<file path="src/rtl/bus_arbiter.sv">
// rtl/bus_arbiter.sv - round-robin bus arbiter with tenure limit and one-cycle turnaround
module bus_arbiter #(
  parameter int NUM_REQ    = 4,
  parameter int DATA_WIDTH = 8,
  parameter int MAX_TENURE = 8,
  localparam int SEL_WIDTH = $clog2(NUM_REQ)
) (
  input  logic                          clk,
  input  logic                          reset,
  input  logic [NUM_REQ-1:0]            req,
  input  logic [NUM_REQ*DATA_WIDTH-1:0] data_in,
  output logic [NUM_REQ-1:0]            grant,
  output logic [SEL_WIDTH-1:0]          sel,
  output logic                          bus_valid,
  output logic [DATA_WIDTH-1:0]         data_out
);

  localparam int TEN_W = $clog2(MAX_TENURE + 2);

  typedef enum logic [1:0] {IDLE, GRANT, TURN} state_t;

  state_t               state_q, state_d;
  logic [NUM_REQ-1:0]   grant_q, grant_d;
  logic [SEL_WIDTH-1:0] sel_q, sel_d;
  logic [SEL_WIDTH-1:0] last_q, last_d;
  logic [TEN_W-1:0]     ten_q, ten_d;
  logic                 bus_valid_q, bus_valid_d;

  logic                 win_found;
  logic [SEL_WIDTH-1:0] win_idx;
  logic [SEL_WIDTH-1:0] cand;
  logic                 preempt;

  always_comb begin
    win_found = 1'b0;
    win_idx   = '0;
    cand      = '0;
    // Scan from farthest to nearest so the source just after last_q wins;
    // offset NUM_REQ wraps to last_q itself, giving the old owner lowest priority.
    for (int off = NUM_REQ; off >= 1; off--) begin
      cand = last_q + SEL_WIDTH'(off);
      if (req[cand]) begin
        win_found = 1'b1;
        win_idx   = cand;
      end
    end
  end

  assign preempt = (MAX_TENURE != 0) && (ten_q == TEN_W'(MAX_TENURE)) &&
                   (|(req & ~grant_q));

  always_comb begin
    state_d = state_q;
    grant_d = grant_q;
    sel_d   = sel_q;
    last_d  = last_q;
    ten_d   = ten_q;
    case (state_q)
      IDLE, TURN: begin
        grant_d = '0;
        if (win_found) begin
          state_d = GRANT;
          grant_d = {{(NUM_REQ-1){1'b0}}, 1'b1} << win_idx;
          sel_d   = win_idx;
          last_d  = win_idx;
          ten_d   = TEN_W'(1);
        end else begin
          state_d = IDLE;
        end
      end
      GRANT: begin
        if (!req[sel_q] || preempt) begin
          state_d = TURN;
          grant_d = '0;
        end else if (ten_q < TEN_W'(MAX_TENURE)) begin
          ten_d = ten_q + TEN_W'(1);
        end
      end
      default: begin
        state_d = IDLE;
        grant_d = '0;
      end
    endcase
    bus_valid_d = |grant_d;
  end

  always_ff @(posedge clk or posedge reset) begin
    if (reset) begin
      state_q     <= IDLE;
      grant_q     <= '0;
      sel_q       <= '0;
      last_q      <= SEL_WIDTH'(NUM_REQ - 1);
      ten_q       <= '0;
      bus_valid_q <= 1'b0;
    end else begin
      state_q     <= state_d;
      grant_q     <= grant_d;
      sel_q       <= sel_d;
      last_q      <= last_d;
      ten_q       <= ten_d;
      bus_valid_q <= bus_valid_d;
    end
  end

  assign grant     = grant_q;
  assign sel       = sel_q;
  assign bus_valid = bus_valid_q;
  assign data_out  = bus_valid_q ? data_in[sel_q*DATA_WIDTH +: DATA_WIDTH] : '0;

endmodule

</file>
<file path="config.mk">
export PLATFORM = sky130hd
export DESIGN_NAME = bus_arbiter
export DESIGN_NICKNAME = d
export VERILOG_FILES = /design/src/rtl/bus_arbiter.sv
export SDC_FILE = /design/constraint.sdc
export NUM_CORES = 1
export LEC_CHECK = 0
export ABC_CLOCK_PERIOD_IN_PS = 1970
export CORE_MARGIN = 4
export CORE_UTILIZATION = 36
export DETAILED_ROUTE_END_ITERATION = 10
export PLACE_DENSITY = 0.76
export SLEW_MARGIN = 10
export SYNTH_ARGS = -nofsm -noshare
export SYNTH_HDL_FRONTEND = slang
export SYNTH_SLANG_ARGS = --single-unit
export TNS_END_PERCENT = 20
</file>
<file path="constraint.sdc">
create_clock -name clk -period 1.97 [get_ports clk]
set_clock_uncertainty 0.2 [all_clocks]
set_input_delay 0.394 -clock clk [delete_from_list [all_inputs] [get_ports clk]]
set_output_delay 0.394 -clock clk [all_outputs]
set_load 0.05 [all_outputs]
</file>
==> summary.md <==
| Metric | Value |
|---|---|
| Inst Count DP | 185 |
| Routed vias/inst | 5.306 |
| Slew @ Worst Pin | 545.3 ps |
| CP Launch Point | sel[0] |
| Setup slack, reg-to-reg | -10 ps |
| Largest net degree at the start of global routing | 16 |
| Ys Warns | 0 |
| RSZ-0062 raised after global routing | true |
| CTS Hold Bufs | 0 |
| Vias | 1024 |
| Final WS setup | -252.1 ps |
| Clk Latency, worst-skew pair | 280 ps |
| Syn Nets | 132 |
| Reg clk slew, reported paths | 80 ps |
| TNS Setup | -1897 ps |
| ANT nets after route | 0 |
| CTS tree | yes |
| Layout area overhead | 67.17% |
| Final period utilization | 1.128 |
| Outcome | complete, but fails checks |
| Core Area | 2805 um^2 |
| CP startpoint kind | flip-flop |
| DIE WIDTH | 62.55 um |
| Worst EP arrival | 1630 ps |
| # H-tree levels | 1 |
| TritonRoute pass-1 iters | 4 |
| Synth Instances | 92 |
| Vias in the first global route | 1055 |
| Overflow after GRT | 0 |
| Library cells used by synthesis | 33 |
| Worst R2R End | ten_q[1] |
| Share of layout cells above drive strength 1 | 0.3889 |
| Antenna Cells | 0 |
| Final Hold Viols | 0 |
| Chip height | 62.55 um |
| Rows | 19 |
| Max Root-Sink Buffers | 2 |
| Pre-CTS setup slack | -280.7 ps |
| Post-DP HPWL | 2.529 mm |
| Crit path kind | flip-flop to primary output |
| Max Cap Violations | 0 |
| Cell area after synthesis | 1071 um^2 |
| Number of remaining DRC errors | 0 |
| GRT Total Usage | 0.1693 |
| Syn avg cell area | 11.64 um^2 |
| CP Data Required Time | 1380 ps |
| Seq/Total Area, Yosys | 0.3528 |
| Setup crit end kind | primary output |
| Antenna violations before repair | 0 |
| Fmax achieved | 450.0 MHz |
| Global-route wire length before repair | 5.313 mm |
| Fin crit period | 2222 ps |
| Clk sinks | 15 |
| Port Buffers | 52 |
| Fill cell count | 229 |
| CTS root buf | clkbuf_4 |
| 1st-iter DRT viols | 52 |
| Final setup fails | 9 |
| P_leak | 0.8101 nW |
| R2r worst-path depth | 6 |
| Max-slew headroom | 0.6361 |
| Clock buffer count from CTS | 3 |
| Max Slew Vio Count | 0 |
| WL per Instance | 16.92 um |
| Die area | 3912 um^2 |
| Failing checks | setup timing |
| Commonest non-fill, non-tap cell in the layout | clkdlybuf4s50_1 |
| Hold Crit Class | primary input to asynchronous set/reset pin |
| # IOs | 53 |
| Pwr Total | 0.002931 W |
| Routability cong. | 0.8305 |
| Most frequent cells in the layout | clkdlybuf4s50_1, buf_4, dfrtp_1, buf_6 |
| PwrDens | 1637 nW/um^2 |
| FF-to-FF Start | sel[0] |
| #FFs+latches synth | 15 |
| Final Non-Filler Cells | 193 |
| Critical path peak fanout | 5 |
| Total wire length | 3.265 mm |
| Initial core utilization | 0.3818 |
| # nets final | 203 |
| Max VDD drop | 779.5 uV |
state kept, by name, summed over array words and instances, names as in the netlist:
signal / cells
last_q: 2
grant: 4
bus_valid: 1
state_q: 2
ten_q: 4
sel: 2
cells in the mapped netlist:
master,n,area (um^2)
nor2_1,7,26.28
buf_6,1,11.26
or2b_2,1,8.760
a32o_1,1,10.01
or2_1,1,6.260
mux4_2,1,22.52
dfstp_2,2,52.55
nand3_1,1,5.000
ha_1,2,25.02
a22o_1,1,8.760
a31o_2,2,17.52
and2_1,8,50.05
a21o_1,3,22.52
mux2i_1,3,30.03
mux2_2,2,22.52
nand2b_1,6,37.54
nor2b_4,1,13.76
nand3b_1,1,7.510
or2_2,1,6.260
or4_1,1,7.510
o2111ai_1,1,8.760
nand2_1,9,33.78
a41oi_1,1,8.760
and3_1,1,6.260
mux4_1,8,210.2
clkbuf_2,1,5.000
dfrtp_1,13,325.3
a21oi_1,3,15.01
o221ai_1,1,8.760
nor2b_1,1,6.260
a21boi_4,1,18.77
inv_1,4,15.01
o2bb2ai_1,2,17.52
kinds of logic (layout without fill, tap and decap cells):
logic type,Yosys count,in the layout,share of synthesized area
DFF,15,15,0.3528
muxes,14,14,0.2664
buffers and inverters,6,76,0.02920
and+or+nand+nor,39,39,0.2010
adders and majority gates,2,2,0.02336
AOI/OAI and AO/OA,16,16,0.1273
layer usage:
metal	vias up	wire, um	global-route usage
met5	-	0	0
met4	0	8	0.02479
met3	2	332	0.06295
met2	52	1481	0.2796
met1	484	1444	0.2153
li1	486	-	-
area by class of cell:
type                       count  area (um^2)  share of cell area
tap                           31        38.79             0.02166
multi-input combinational     71        651.9              0.3641
inverter                       4        15.01            0.008386
sequential                    15        380.4              0.2124
timing repair buffer          68        678.2              0.3788
clock buffer                   4        26.28             0.01468
power by group:
group | internal, W | leakage (nW) | switching, W
clock | 0.0000786 | 0.0150 | 0.0000883
sequential | 0.000461 | 0.184 | 0.000197
combinational | 0.00106 | 0.611 | 0.00104
total | 0.00160 | 0.810 | 0.00133
worst max-delay path by stage:
stage / endpoint / slack (ps) / cells past startpoint
2_1_floorplan: state_q[0] / -90 / 5
3_3_place_gp: data_out[3] / -260 / 4
3_5_place_dp: data_out[5] / -280 / 4
4_1_cts: data_out[5] / -250 / 4
5_1_grt: data_out[5] / -310 / 4
6_report: data_out[5] / -250 / 4
critical path: stages, from the launching register on:
cell	delay, ps
dfrtp_2	390
buf_6	140
mux4_2	500
and2_4	170
buf_6	140
what timing repair did:
action,CTS,global route
buffers inserted,4,0
endpoints found under the setup margin,8,14
resized for setup,20,0
per-stage QoR:
step,area (um^2),utilization,hold WS [ps]
after floorplan,1094,-,93.91
after detailed placement,1727,0.6155,311.5
after CTS,1790,0.6383,267.4
after global routing,1790,0.6383,295.6
final,1790,0.6383,253.1
after global placement,1727,0.6155,290.4
(Power assumes the default switching activity.)
